<file path="config.mk">
export PLATFORM = sky130hd
export DESIGN_NAME = ysyx_23060025_axi_rr_arbiter
export DESIGN_NICKNAME = d
export VERILOG_FILES = /design/src/rtl/ysyx_23060025_axi_rr_arbiter_pkg.sv /design/src/rtl/ysyx_23060025_rr_pick.sv /design/src/rtl/ysyx_23060025_axi_rr_arbiter.sv
export SDC_FILE = /design/constraint.sdc
export NUM_CORES = 1
export LEC_CHECK = 0
export ABC_AREA = 0
export BUFFER_PORTS_ARGS = -buffer_cell sky130_fd_sc_hd__buf_4
export CAP_MARGIN = 10
export CORE_AREA = 2 2 246 248
export CTS_BUF_LIST = sky130_fd_sc_hd__clkbuf_8 sky130_fd_sc_hd__clkbuf_16
export DETAILED_ROUTE_END_ITERATION = 12
export DIE_AREA = 0 0 248 250
export GPL_ROUTABILITY_DRIVEN = 0
export PLACE_DENSITY = 0.32
export SLEW_MARGIN = 30
export SYNTH_ARGS = -nofsm -noshare
export SYNTH_HDL_FRONTEND = slang
export SYNTH_SLANG_ARGS = --single-unit
</file>
<file path="constraint.sdc">
create_clock -name clock -period 4.44 [get_ports clock]
set_input_delay 0.444 -clock clock [delete_from_list [all_inputs] [get_ports clock]]
set_output_delay 0.444 -clock clock [all_outputs]
set_load 0.02 [all_outputs]
</file>
<file path="src/rtl/ysyx_23060025_axi_rr_arbiter_pkg.sv">
// Shared FSM encodings and AXI constants for the round-robin AXI arbiter.
package ysyx_23060025_axi_rr_arbiter_pkg;

  typedef enum logic [1:0] {RD_IDLE, RD_ADDR, RD_DATA} rd_state_e;
  typedef enum logic [1:0] {WR_IDLE, WR_XFER, WR_RESP} wr_state_e;

  localparam logic [1:0] INCR   = 2'b01;
  localparam logic [1:0] OKAY   = 2'b00;
  localparam logic [1:0] SLVERR = 2'b10;
  localparam logic [1:0] DECERR = 2'b11;

endpackage

</file>
<file path="src/rtl/ysyx_23060025_rr_pick.sv">
// Combinational round-robin picker: first set request at or above ptr, with wrap.
module ysyx_23060025_rr_pick #(
  parameter int unsigned NUM_REQ = 3,
  parameter int unsigned IDX_W   = $clog2(NUM_REQ)
) (
  input  logic [NUM_REQ-1:0] req,
  input  logic [IDX_W-1:0]   ptr,
  output logic               found,
  output logic [IDX_W-1:0]   idx
);

  logic [IDX_W:0] j;

  // Scan from the farthest offset down so the nearest requester wins last.
  always_comb begin
    found = 1'b0;
    idx   = '0;
    j     = '0;
    for (int i = int'(NUM_REQ) - 1; i >= 0; i--) begin
      j = {1'b0, ptr} + (IDX_W + 1)'(i);
      if (j >= (IDX_W + 1)'(NUM_REQ)) j = j - (IDX_W + 1)'(NUM_REQ);
      if (req[j[IDX_W-1:0]]) begin
        found = 1'b1;
        idx   = j[IDX_W-1:0];
      end
    end
  end

endmodule

</file>
<file path="src/rtl/ysyx_23060025_axi_rr_arbiter.sv">
// N-requester AXI4 arbiter, independent round-robin read/write, one transaction per direction.
// Define AXI_ARB_IDCHK_EN to force SLVERR when the returned rid/bid differs from the grant.
module ysyx_23060025_axi_rr_arbiter
  import ysyx_23060025_axi_rr_arbiter_pkg::*;
#(
  parameter int unsigned NUM_REQ  = 3,
  parameter int unsigned ADDR_LEN = 32,
  parameter int unsigned DATA_LEN = 32,
  parameter int unsigned ID_W     = 4
) (
  input  logic                             clock,
  input  logic                             reset,
  input  logic [NUM_REQ-1:0]               req_ar_valid_i,
  output logic [NUM_REQ-1:0]               req_ar_ready_o,
  input  logic [NUM_REQ*ADDR_LEN-1:0]      req_ar_addr_i,
  input  logic [NUM_REQ*8-1:0]             req_ar_len_i,
  input  logic [NUM_REQ*3-1:0]             req_ar_size_i,
  output logic [NUM_REQ-1:0]               req_r_valid_o,
  input  logic [NUM_REQ-1:0]               req_r_ready_i,
  output logic [DATA_LEN-1:0]              req_r_data_o,
  output logic [1:0]                       req_r_resp_o,
  output logic                             req_r_last_o,
  input  logic [NUM_REQ-1:0]               req_aw_valid_i,
  output logic [NUM_REQ-1:0]               req_aw_ready_o,
  input  logic [NUM_REQ*ADDR_LEN-1:0]      req_aw_addr_i,
  input  logic [NUM_REQ*8-1:0]             req_aw_len_i,
  input  logic [NUM_REQ*3-1:0]             req_aw_size_i,
  input  logic [NUM_REQ-1:0]               req_w_valid_i,
  output logic [NUM_REQ-1:0]               req_w_ready_o,
  input  logic [NUM_REQ*DATA_LEN-1:0]      req_w_data_i,
  input  logic [NUM_REQ*(DATA_LEN/8)-1:0]  req_w_strb_i,
  input  logic [NUM_REQ-1:0]               req_w_last_i,
  output logic [NUM_REQ-1:0]               req_b_valid_o,
  input  logic [NUM_REQ-1:0]               req_b_ready_i,
  output logic [1:0]                       req_b_resp_o,
  // Downstream AXI4 master
  input  logic                             m_arready,
  output logic                             m_arvalid,
  output logic [ADDR_LEN-1:0]              m_araddr,
  output logic [ID_W-1:0]                  m_arid,
  output logic [7:0]                       m_arlen,
  output logic [2:0]                       m_arsize,
  output logic [1:0]                       m_arburst,
  output logic                             m_rready,
  input  logic                             m_rvalid,
  input  logic [1:0]                       m_rresp,
  input  logic [DATA_LEN-1:0]              m_rdata,
  input  logic                             m_rlast,
  input  logic [ID_W-1:0]                  m_rid,
  input  logic                             m_awready,
  output logic                             m_awvalid,
  output logic [ADDR_LEN-1:0]              m_awaddr,
  output logic [ID_W-1:0]                  m_awid,
  output logic [7:0]                       m_awlen,
  output logic [2:0]                       m_awsize,
  output logic [1:0]                       m_awburst,
  input  logic                             m_wready,
  output logic                             m_wvalid,
  output logic [DATA_LEN-1:0]              m_wdata,
  output logic [DATA_LEN/8-1:0]            m_wstrb,
  output logic                             m_wlast,
  output logic                             m_bready,
  input  logic                             m_bvalid,
  input  logic [1:0]                       m_bresp,
  input  logic [ID_W-1:0]                  m_bid
);

  localparam int unsigned IDX_W  = $clog2(NUM_REQ);
  localparam int unsigned STRB_W = DATA_LEN / 8;
  localparam logic [IDX_W-1:0] LAST_IDX = IDX_W'(NUM_REQ - 1);

  logic [ADDR_LEN-1:0] ar_addr_a [NUM_REQ];
  logic [7:0]          ar_len_a  [NUM_REQ];
  logic [2:0]          ar_size_a [NUM_REQ];
  logic [ADDR_LEN-1:0] aw_addr_a [NUM_REQ];
  logic [7:0]          aw_len_a  [NUM_REQ];
  logic [2:0]          aw_size_a [NUM_REQ];
  logic [DATA_LEN-1:0] w_data_a  [NUM_REQ];
  logic [STRB_W-1:0]   w_strb_a  [NUM_REQ];

  for (genvar k = 0; k < NUM_REQ; k++) begin : g_unpack
    assign ar_addr_a[k] = req_ar_addr_i[k*ADDR_LEN +: ADDR_LEN];
    assign ar_len_a[k]  = req_ar_len_i[k*8 +: 8];
    assign ar_size_a[k] = req_ar_size_i[k*3 +: 3];
    assign aw_addr_a[k] = req_aw_addr_i[k*ADDR_LEN +: ADDR_LEN];
    assign aw_len_a[k]  = req_aw_len_i[k*8 +: 8];
    assign aw_size_a[k] = req_aw_size_i[k*3 +: 3];
    assign w_data_a[k]  = req_w_data_i[k*DATA_LEN +: DATA_LEN];
    assign w_strb_a[k]  = req_w_strb_i[k*STRB_W +: STRB_W];
  end

  // ---------------- read direction ----------------
  rd_state_e           rd_state;
  logic [IDX_W-1:0]    rr_rd, g_rd, rd_idx;
  logic                rd_found;
  logic [ADDR_LEN-1:0] ar_addr;
  logic [7:0]          ar_len;
  logic [2:0]          ar_size;

  ysyx_23060025_rr_pick #(.NUM_REQ(NUM_REQ), .IDX_W(IDX_W)) u_pick_rd (
    .req   (req_ar_valid_i),
    .ptr   (rr_rd),
    .found (rd_found),
    .idx   (rd_idx)
  );

  always_ff @(posedge clock) begin
    if (reset) begin
      rd_state <= RD_IDLE;
      rr_rd    <= '0;
      g_rd     <= '0;
      ar_addr  <= '0;
      ar_len   <= '0;
      ar_size  <= '0;
    end else begin
      unique case (rd_state)
        RD_IDLE: if (rd_found) begin
          g_rd     <= rd_idx;
          ar_addr  <= ar_addr_a[rd_idx];
          ar_len   <= ar_len_a[rd_idx];
          ar_size  <= ar_size_a[rd_idx];
          rr_rd    <= (rd_idx == LAST_IDX) ? '0 : rd_idx + 1'b1;
          rd_state <= RD_ADDR;
        end
        RD_ADDR: if (m_arready) rd_state <= RD_DATA;
        RD_DATA: if (m_rvalid && m_rready && m_rlast) rd_state <= RD_IDLE;
        default: rd_state <= RD_IDLE;
      endcase
    end
  end

  logic [NUM_REQ-1:0] g_rd_oh, rd_idx_oh;
  assign g_rd_oh   = NUM_REQ'(1) << g_rd;
  assign rd_idx_oh = NUM_REQ'(1) << rd_idx;

  assign req_ar_ready_o = (!reset && rd_state == RD_IDLE && rd_found) ? rd_idx_oh : '0;
  assign m_arvalid      = (rd_state == RD_ADDR);
  assign m_araddr       = ar_addr;
  assign m_arid         = ID_W'(g_rd);
  assign m_arlen        = ar_len;
  assign m_arsize       = ar_size;
  assign m_arburst      = INCR;
  assign m_rready       = (rd_state == RD_DATA) && req_r_ready_i[g_rd];
  assign req_r_valid_o  = (rd_state == RD_DATA && m_rvalid) ? g_rd_oh : '0;
  assign req_r_data_o   = m_rdata;
  assign req_r_last_o   = m_rlast;

  // ---------------- write direction ----------------
  wr_state_e           wr_state;
  logic [IDX_W-1:0]    rr_wr, g_wr, wr_idx;
  logic                wr_found, aw_done, w_done;
  logic [ADDR_LEN-1:0] aw_addr;
  logic [7:0]          aw_len;
  logic [2:0]          aw_size;
  logic                aw_hs, w_last_hs;

  ysyx_23060025_rr_pick #(.NUM_REQ(NUM_REQ), .IDX_W(IDX_W)) u_pick_wr (
    .req   (req_aw_valid_i),
    .ptr   (rr_wr),
    .found (wr_found),
    .idx   (wr_idx)
  );

  assign aw_hs     = m_awvalid && m_awready;
  assign w_last_hs = m_wvalid && m_wready && m_wlast;

  always_ff @(posedge clock) begin
    if (reset) begin
      wr_state <= WR_IDLE;
      rr_wr    <= '0;
      g_wr     <= '0;
      aw_addr  <= '0;
      aw_len   <= '0;
      aw_size  <= '0;
      aw_done  <= 1'b0;
      w_done   <= 1'b0;
    end else begin
      unique case (wr_state)
        WR_IDLE: if (wr_found) begin
          g_wr     <= wr_idx;
          aw_addr  <= aw_addr_a[wr_idx];
          aw_len   <= aw_len_a[wr_idx];
          aw_size  <= aw_size_a[wr_idx];
          rr_wr    <= (wr_idx == LAST_IDX) ? '0 : wr_idx + 1'b1;
          wr_state <= WR_XFER;
        end
        WR_XFER: begin
          if (aw_hs)     aw_done <= 1'b1;
          if (w_last_hs) w_done  <= 1'b1;
          // AW and the last W beat may complete in either order or together.
          if ((aw_done || aw_hs) && (w_done || w_last_hs)) wr_state <= WR_RESP;
        end
        WR_RESP: if (m_bvalid && m_bready) begin
          wr_state <= WR_IDLE;
          aw_done  <= 1'b0;
          w_done   <= 1'b0;
        end
        default: wr_state <= WR_IDLE;
      endcase
    end
  end

  logic [NUM_REQ-1:0] g_wr_oh, wr_idx_oh;
  assign g_wr_oh   = NUM_REQ'(1) << g_wr;
  assign wr_idx_oh = NUM_REQ'(1) << wr_idx;

  assign req_aw_ready_o = (!reset && wr_state == WR_IDLE && wr_found) ? wr_idx_oh : '0;
  assign m_awvalid      = (wr_state == WR_XFER) && !aw_done;
  assign m_awaddr       = aw_addr;
  assign m_awid         = ID_W'(g_wr);
  assign m_awlen        = aw_len;
  assign m_awsize       = aw_size;
  assign m_awburst      = INCR;
  assign m_wvalid       = (wr_state == WR_XFER) && req_w_valid_i[g_wr] && !w_done;
  assign m_wdata        = w_data_a[g_wr];
  assign m_wstrb        = w_strb_a[g_wr];
  assign m_wlast        = req_w_last_i[g_wr];
  assign req_w_ready_o  = (wr_state == WR_XFER && m_wready && !w_done) ? g_wr_oh : '0;
  assign m_bready       = (wr_state == WR_RESP) && req_b_ready_i[g_wr];
  assign req_b_valid_o  = (wr_state == WR_RESP && m_bvalid) ? g_wr_oh : '0;

`ifdef AXI_ARB_IDCHK_EN
  assign req_r_resp_o = (m_rid != ID_W'(g_rd)) ? SLVERR : m_rresp;
  assign req_b_resp_o = (m_bid != ID_W'(g_wr)) ? SLVERR : m_bresp;
`else
  logic unused_ids;
  assign unused_ids   = ^{m_rid, m_bid};
  assign req_r_resp_o = m_rresp;
  assign req_b_resp_o = m_bresp;
`endif

endmodule

</file>
[Word level (Yosys, flattened, before mapping)]
Index checks and enable logic that the tools add are counted.
Storage, ports and cells
  bits in registers: 100
  input bits: 436
  output and inout port bits: 192
  logic and storage cells: 180
Cells by class
  add/subtract/negate cells: 12
  order comparisons: 17
  eq/ne operators: 14
  shift operators: 4
  mux-type cells: 82
  bitwise gates (word level): 3
  reductions and logical operators: 34
Operators with widths (number)
  $bmux 32 s2: 3
  $mux 32: 6
  $mux 2: 20
  $bmux 8 s2: 2
  $mux 8: 4
  $mux 3: 9
  $lt 2x3->1 const B: 8
  $bmux 1 s2: 10
  $logic_and 1x1->1: 20
  $mux 1: 19
  $ne 2x2->1 const B: 8
  $bmux 3 s2: 2
  $ge 3x2->1 const B: 4
  $pmux 2 s3: 2
  $reduce_and 3->1: 4
  $shl 1x2->3 const A: 4
  $sub 2x2->2 const B: 6
  $ge 3x3->1 const B: 3
  $not 2->3: 3
  $bmux 4 s2: 1
  $eq 2x2->1 const B: 4
  $mux 4: 2
  $add 2x1->3 const B: 2
  $add 2x2->3 const B: 2
  other kinds (9): 18

[Depth between registers and ports, before layout]
Gate-level depths: netlist of run 1.
  depth in word-level cells: 12
  depth in mapped cells: 10
  gate-level depth less buffers: 7

[Cells and area by module]
Synthesis of run 1 repeated with hierarchy kept, for this count alone.
Second synthesis, totals
  cells, all modules: 904
  area, all modules: 7204.4 µm²
Modules (own cells, without submodules)
  ysyx_23060025_axi_rr_arbiter: times used 1, cells an instance 850, area an instance 6821.5 µm², seq. area each 2001.9 µm²
  ysyx_23060025_rr_pick: times used 2, cells an instance 27, area an instance 191.4 µm², seq. area each 0.0 µm²

[Worst setup path before layout of run 1]
OpenSTA, ideal clock, no wires.
  path kind: register -> output
  start: register rr_wr[0]
  end: output port req_aw_ready_o[1]
  arrival time: 2.199 ns
  required time: 3.996 ns
  path slack: 1.797 ns
  cell stages (with the launch flop): 9
  path buffers: 3
  cell sequence: dfxtp_1 > inv_1 > ha_1 > buf_2 > a21oi_1 > o221a_2 > clkbuf_1 > clkbuf_1 > nor3b_1
Between the ends
  cells in the longest elaborated chain, start to end: 10
  elaborated cells between the ends (all ways): 26
  those cells by class: 5 x add/sub; 3 x order compare; 1 x shift; 16 x mux; 1 x reduce/logical
Ends and longest elaborated chain
  start, declared: line ysyx_23060025_axi_rr_arbiter.sv:150  | logic [IDX_W-1:0] rr_wr, g_wr, wr_idx;
  start signal, assigned: line ysyx_23060025_axi_rr_arbiter.sv:184  | rr_wr <= (wr_idx == LAST_IDX) ? '0 : wr_idx + 1'b1;
  $add 2x2->3: line ysyx_23060025_rr_pick.sv:20  | j = {1'b0, ptr} + (IDX_W + 1)'(i);
  $ge 3x2->1 / $sub 2x2->2 (equally long branches): line ysyx_23060025_rr_pick.sv:21  | if (j >= (IDX_W + 1)'(NUM_REQ)) j = j - (IDX_W + 1)'(NUM_REQ);
  $mux 2: line ysyx_23060025_rr_pick.sv:21
  $bmux 1 s2: line ysyx_23060025_rr_pick.sv:22  | if (req[j[IDX_W-1:0]]) begin
  $mux 1 (not written as such): line ysyx_23060025_rr_pick.sv:22
  $mux 2 / $mux 1 (equally long branches) (3 in series): line ysyx_23060025_rr_pick.sv:22
  $shl 1x2->3 / $logic_and 1x1->1 (equally long branches): line ysyx_23060025_axi_rr_arbiter.sv:205, ysyx_23060025_axi_rr_arbiter.sv:207
  $mux 3 *: line ysyx_23060025_axi_rr_arbiter.sv:207  | assign req_aw_ready_o = (!reset && wr_state == WR_IDLE && wr_found) ? wr_idx_oh : '0;
  end, declared: line ysyx_23060025_axi_rr_arbiter.sv:24  | output logic [NUM_REQ-1:0] req_aw_ready_o,
Mark *: on every way between the ends. The rest lies on a longest branch, timed or not. The select of a mux whose other input is x is not followed.

[Final worst setup path of run 1]
  start: register rr_rd[0]
  end: output port req_ar_ready_o[1]
Between the ends
  cells in the longest elaborated chain, start to end: 10
  elaborated cells between the ends (all ways): 26
  those cells by class: 5 x add/sub; 3 x order compare; 1 x shift; 16 x mux; 1 x reduce/logical
Ends and longest elaborated chain
  start, declared: line ysyx_23060025_axi_rr_arbiter.sv:94  | logic [IDX_W-1:0] rr_rd, g_rd, rd_idx;
  start signal, assigned: line ysyx_23060025_axi_rr_arbiter.sv:122  | rr_rd <= (rd_idx == LAST_IDX) ? '0 : rd_idx + 1'b1;
  $add 2x2->3: line ysyx_23060025_rr_pick.sv:20
  $ge 3x2->1 / $sub 2x2->2 (equally long branches): line ysyx_23060025_rr_pick.sv:21
  $mux 2: line ysyx_23060025_rr_pick.sv:21
  $bmux 1 s2: line ysyx_23060025_rr_pick.sv:22
  $mux 1 (not written as such): line ysyx_23060025_rr_pick.sv:22
  $mux 2 / $mux 1 (equally long branches) (3 in series): line ysyx_23060025_rr_pick.sv:22
  $shl 1x2->3 / $logic_and 1x1->1 (equally long branches): line ysyx_23060025_axi_rr_arbiter.sv:134, ysyx_23060025_axi_rr_arbiter.sv:136
  $mux 3 *: line ysyx_23060025_axi_rr_arbiter.sv:136  | assign req_ar_ready_o = (!reset && rd_state == RD_IDLE && rd_found) ? rd_idx_oh : '0;
  end, declared: line ysyx_23060025_axi_rr_arbiter.sv:14  | output logic [NUM_REQ-1:0] req_ar_ready_o,
Marked as above.

==> results of run 1 <==
## area by class of cell
cell class	instances	area, um^2	share of cell area (%)
well taps	782	978.4	8.875
repair buffers	552	4169	37.82
inverters	12	45.04	0.4086
clock buffers	9	225.2	2.043
flip-flops and latches	100	2003	18.17
multi-input cells	539	3525	31.97
clock inverters	7	78.83	0.7150
## layout by cell type, fill, tap and decap left out, types with 2 or more instances in the layout
master and count:
buf_4 550, nor2_1 106, dfxtp_1 99, nand2_1 92, a211oi_1 44, a32oi_1 43
a311oi_1 43, a222oi_1 43, mux2i_1 42, o21ai_0 41, a21oi_1 14, inv_1 12
clkbuf_16 9, conb_1 8, nand2b_1 7, nor3b_1 5, nor3_1 5, nor2b_1 4
ha_1 4, inv_6 4, maj3_1 3, and3b_1 3, a31oi_1 3, nor4b_1 2
nor4_1 2, a21oi_4 2, o2bb2ai_1 2, buf_12 2
## through the flow
stage	cell area, um^2	util (%)	cells	hold WS (ps)
3_3_place_gp	10720	17.99	1985	469.5
4_1_cts	11020	18.51	2001	281.8
2_1_floorplan	6215	-	778	453.0
6_report	11020	18.51	2001	324.6
5_1_grt	11020	18.51	2001	301.9
3_5_place_dp	10720	18.00	1985	473.2
## layer usage
layer | vias up | share of wire [%] | routed length [um] | global-route usage (%)
met5 | - | 0.076 | 27 | 0
met1 | 3597 | 39 | 13840 | 12.01
li1 | 3768 | - | - | -
met2 | 368 | 49 | 17200 | 18.44
met4 | 4 | 2.9 | 1010 | 4.055
met3 | 60 | 9.1 | 3218 | 3.635
## power groups by stage
stage               sequential (uW)  clock, uW  combinational [uW]
floorplan                      2030          0                2070
global placement               1610          0                4310
detailed placement             1620          0                4310
CTS                            1600        960                4320
global route                   1650        976                4610
finish                         1590        886                4220
## registers in the layout (all words and copies together) (netlist names)
name      count
aw_done       1
rr_rd         2
m_awlen       8
m_arsize      3
m_awsize      3
g_wr          2
m_arlen       8
w_done        1
m_araddr     32
wr_state      2
g_rd          2
m_awaddr     32
rd_state      2
rr_wr         2
## worst max-delay path by stage
stage | from | to | slack [ps]
after floorplan | rr_wr[0] | req_aw_ready_o[1] | 1800
after detailed placement | rr_rd[0] | req_ar_ready_o[1] | 1320
after global routing | rr_rd[0] | req_ar_ready_o[1] | 710
after CTS | rr_rd[0] | req_ar_ready_o[1] | 850
final | rr_rd[0] | req_ar_ready_o[1] | 950
after global placement | rr_rd[0] | req_ar_ready_o[1] | 1340
## worst max-delay path, stage by stage, from the launching register on
cell	delay, ps
dfxtp_1	360
inv_1	50
ha_1	400
nor2b_1	260
o21ai_0	180
a21oi_4	760
buf_4	330
and3b_1	180
buf_4	140
## cells by family (layout without fill, tap and decap cells)
family	Yosys count	count (layout)	synth area share, %
adders and majority gates	7	7	1.293
DFF	100	100	32.33
AOI/OAI and AO/OA	249	249	32.01
muxes	42	42	6.789
and+or+nand+nor	233	233	15.78
other	2	8	0.1213
buffers and inverters	139	580	11.68
==> results.cfg, run 1 <==
[pwr]
vdd_drop_max_uv = 252.5
p_comb_share_pct = 63.0
switching_share_pct = 48.63
p_leak_uw = 0.004672
switchingPower_uw = 3257
seqPwrFrac_pct = 23.7
fin_total_pwr_uw = 6696
p_int_uw = 3440
p_clk_share_pct = 13.2
power_density_nw_per_um2 = 607.4

[cts]
htreeDepth = 3
path_clk_slew_ps = 80
cts-buffers-inserted = 9
root_buffer = clkbuf_16
worstSkewPairLatency_ps = 380
post_cts_resized = 0
cts_tree = built
cts_setup_buffers = 0
cts_sinks = 100
clockBufferDepth = 2
cts_hold_buf = 0

[status]
status = complete, no violations

[floorplan]
die_y_um = 250
start_util_pct = 10.39
placementRows = 90
ios = 628
die-area_um2 = 62000
placeableCoreArea_um2 = 59570
die_w_um = 248

[yosys]
ys_warn_count = 0
synth_top_cell_by_area = dfxtp_1
synth_area_um2 = 6192
synth_seq_area_share_pct = 32.33
ys_ff_latch = 100
synthCells = 772
async_flop_share_pct = 0
synth_top_area_share_pct = 32.33
synth_top_cells_by_count = nor2_1, dfxtp_1, nand2_1, clkbuf_1, buf_4
synth_edf_count = 0
synth_cell_types = 48
synth_most_common_cell = nor2_1
syn_avg_cell_area_um2 = 8.021
synth.area.top_cells = dfxtp_1, a222oi_1, mux2i_1
synth-main-ff-cell = dfxtp_1

[detailed_routing]
vias = 7797
dr.pass1.iters = 8
routed_wirelength_um = 35300
drtIter0Drc = 434
wl_per_cell_um = 17.64
ant_nets = 0
avgViaCountPerCell = 3.897
drc = 0

[timing]
fin_setup_tns_ps = 0
maxSlewViolCount = 0
relSlewSlack_pct = 34.33
hold_viol = 0
period_needed_ps = 3492
fmax_mhz = 286.4
tightest_slew_ps = 985.0
final.period_utilization_pct = 78.65
fin_skew_ps = 12.74
fin_ws_ps = 948.0
rsz0062_at_grt = false
setup_viol = 0

[placed_design]
dp_hpwl_um = 27780
place_ws_ps = 1323
io_buffers = 539

[worst_hold_path]
hold_end = rd_state[1]
hold_depth = 3
min_from = m_arready
min_path_type = input pin to register

[grt]
grt_overflow_total = 0
grt_pass1_vias = 7674
antenna_found_initial = 2
grt_pass1_wl_um = 49340
track_usage_pct = 10.69
grt_max_degree = 91

[critical_path]
worstPathArrival_ps = 3050
required_ps = 4000
r2r_end = m_awaddr[22]
r2r_setup_slack_ps = 1540
cp_max_fo = 34
critPathCaptureType = output port
r2r-start = rr_wr[0]
start_kind = register
rr_worst_depth = 6
crit_type = register to output port

[final_layout]
fillers = 6779
areaGrowthSynthToFinish_pct = 78.04
antenna_cells = 0
drive_gt1_share_pct = 47.42
layout.nets = 1654

[job]
maxCapViolations = 0
Note: power is estimated with default switching activity, not from simulation.
==> run 2: changes to the inputs <==
Settings changed: PLACE_DENSITY 0.32 to 0.33.
Clock period 4.44 ns to 3.2 ns, I/O delays scaled along.
==> run 2 against run 1 <==
  * Sequential share of layout area fell by 0.31 points
  * Critical path depth fell by 2
  * Combinational power rose by 43%
  * Flip-flop and latch count did not move
  * Critical endpoint is now req_aw_ready_o[1]
  * Highest routed layer unchanged
==> results.cfg, run 2 (synthesis results as in run 1) <==
[status]
status = complete, no violations

[grt]
grt_pass1_vias = 7687
grt_max_degree = 71
track_usage_pct = 10.87
grt_pass1_wl_um = 49780
grt_overflow_total = 0
antenna_found_initial = 2

[timing]
tightest_slew_ps = 808.5
fin_skew_ps = 14.83
fmax_mhz = 335.4
final.period_utilization_pct = 93.16
fin_ws_ps = 218.9
maxSlewViolCount = 0
relSlewSlack_pct = 46.10
fin_setup_tns_ps = 0
period_needed_ps = 2981
rsz0062_at_grt = false
setup_viol = 0
hold_viol = 0

[critical_path]
slowest_delay_ps = 730
crit_type = register to output port
worstPathArrival_ps = 2660
start_kind = register
critPathCaptureType = output port
cp_cell_sequence = inv_1, ha_1, maj3_1, o221a_2, nor3b_1, buf_4
cpMaxStageDelayCell = o221a_2
cp_max_fo = 36
required_ps = 2880

[floorplan]
placementRows = 90
die-area_um2 = 62000
die_w_um = 248
start_util_pct = 10.39
placeableCoreArea_um2 = 59570
die_y_um = 250
ios = 628

[final_layout]
final_area_um2 = 11210
multiInputGateArea_um2 = 3520
fillers = 6714
areaGrowthSynthToFinish_pct = 81.11
layout_common_cells = buf_4, nor2_1, dfxtp_1, nand2_1, a211oi_1
regArea_um2 = 2003
mostFrequentLayoutCell = buf_4
layout.nets = 1670
antenna_cells = 0
drive_gt1_share_pct = 48.10

[cts]
cts_setup_buffers = 0
cts_tree = built
cts-buffers-inserted = 9
path_clk_slew_ps = 90
cts_hold_buf = 0
cts_sinks = 100
clockBufferDepth = 2
worstSkewPairLatency_ps = 390
htreeDepth = 3
root_buffer = clkbuf_16
post_cts_resized = 0

[worst_hold_path]
min_path_type = input pin to register

[pwr]
p_comb_share_pct = 64.0
power_density_nw_per_um2 = 843.8
vdd_drop_max_uv = 375.1
seqPwrFrac_pct = 23.4
switchingPower_uw = 4544
switching_share_pct = 48.02
p_leak_uw = 0.004769
p_int_uw = 4919
p_clk_share_pct = 12.7

[detailed_routing]
vias = 7828
ant_nets = 0
routed_wirelength_um = 35420
wl_per_cell_um = 17.56
drc = 0
drtIter0Drc = 425
dr.pass1.iters = 6
avgViaCountPerCell = 3.881

[placed_design]
dp_hpwl_um = 28250
place_ws_ps = 440.8
io_buffers = 539
place_area_um2 = 10910

[job]
maxCapViolations = 0
==> run 2: per-layer routing <==
| metal | vias to the layer above | track usage (%) | wire [um] |
|---|---|---|---|
| li1 | 3800 | - | - |
| met1 | 3600 | 12.63 | 14070 |
| met2 | 382 | 18.50 | 17140 |
| met3 | 42 | 3.301 | 3368 |
| met4 | 4 | 4.226 | 821 |
| met5 | - | 0 | 27 |
==> run 2: power groups by stage <==
stage          Clock (uW)  Combinational (uW)  Sequential [uW]
2_1_floorplan           0                2870             2810
3_3_place_gp            0                6180             2230
3_5_place_dp            0                6170             2250
4_1_cts              1290                6180             2230
5_1_grt              1330                6610             2290
6_report             1200                6050             2210
==> run 2: final timing paths <==
kind | endpoint | from | slack [ps] | cells after the start
worst max-delay path | req_aw_ready_o[1] | rr_wr[0] | 220 | 6
worst min-delay path | rd_state[1] | m_arready | 180 | 3
worst max register to register | m_awlen[7] | rr_wr[0] | 500 | 7
worst min register to register | rr_wr[1] | rr_wr[1] | 480 | 2
==> run 2: worst max-delay path, delay by kind of cell, from the launching register on <==
family	cells	cell delay, ps
compound gates	1	730
fa+ha+maj	2	630
flops	1	380
simple gates	1	270
buf+inv	2	250
==> run 2: layout make-up <==
type | count | area share, %
multi-input combinational | 539 | 31.38
tap | 782 | 8.725
clock inverter | 6 | 0.5802
inverter | 12 | 0.4017
sequential | 100 | 17.86
timing repair buffer | 568 | 38.92
clock buffer | 10 | 2.131
==> run 2: stage by stage <==
| stage | cells | utilization [%] | power [uW] | hold WS, ps |
|---|---|---|---|---|
| 2_1_floorplan | 778 | - | 5685 | 453.0 |
| 3_3_place_gp | 2001 | 18.32 | 8412 | 473.3 |
| 3_5_place_dp | 2001 | 18.32 | 8416 | 470.7 |
| 4_1_cts | 2017 | 18.83 | 9702 | 139.3 |
| 5_1_grt | 2017 | 18.83 | 10230 | 156.7 |
| 6_report | 2017 | 18.83 | 9463 | 184.4 |
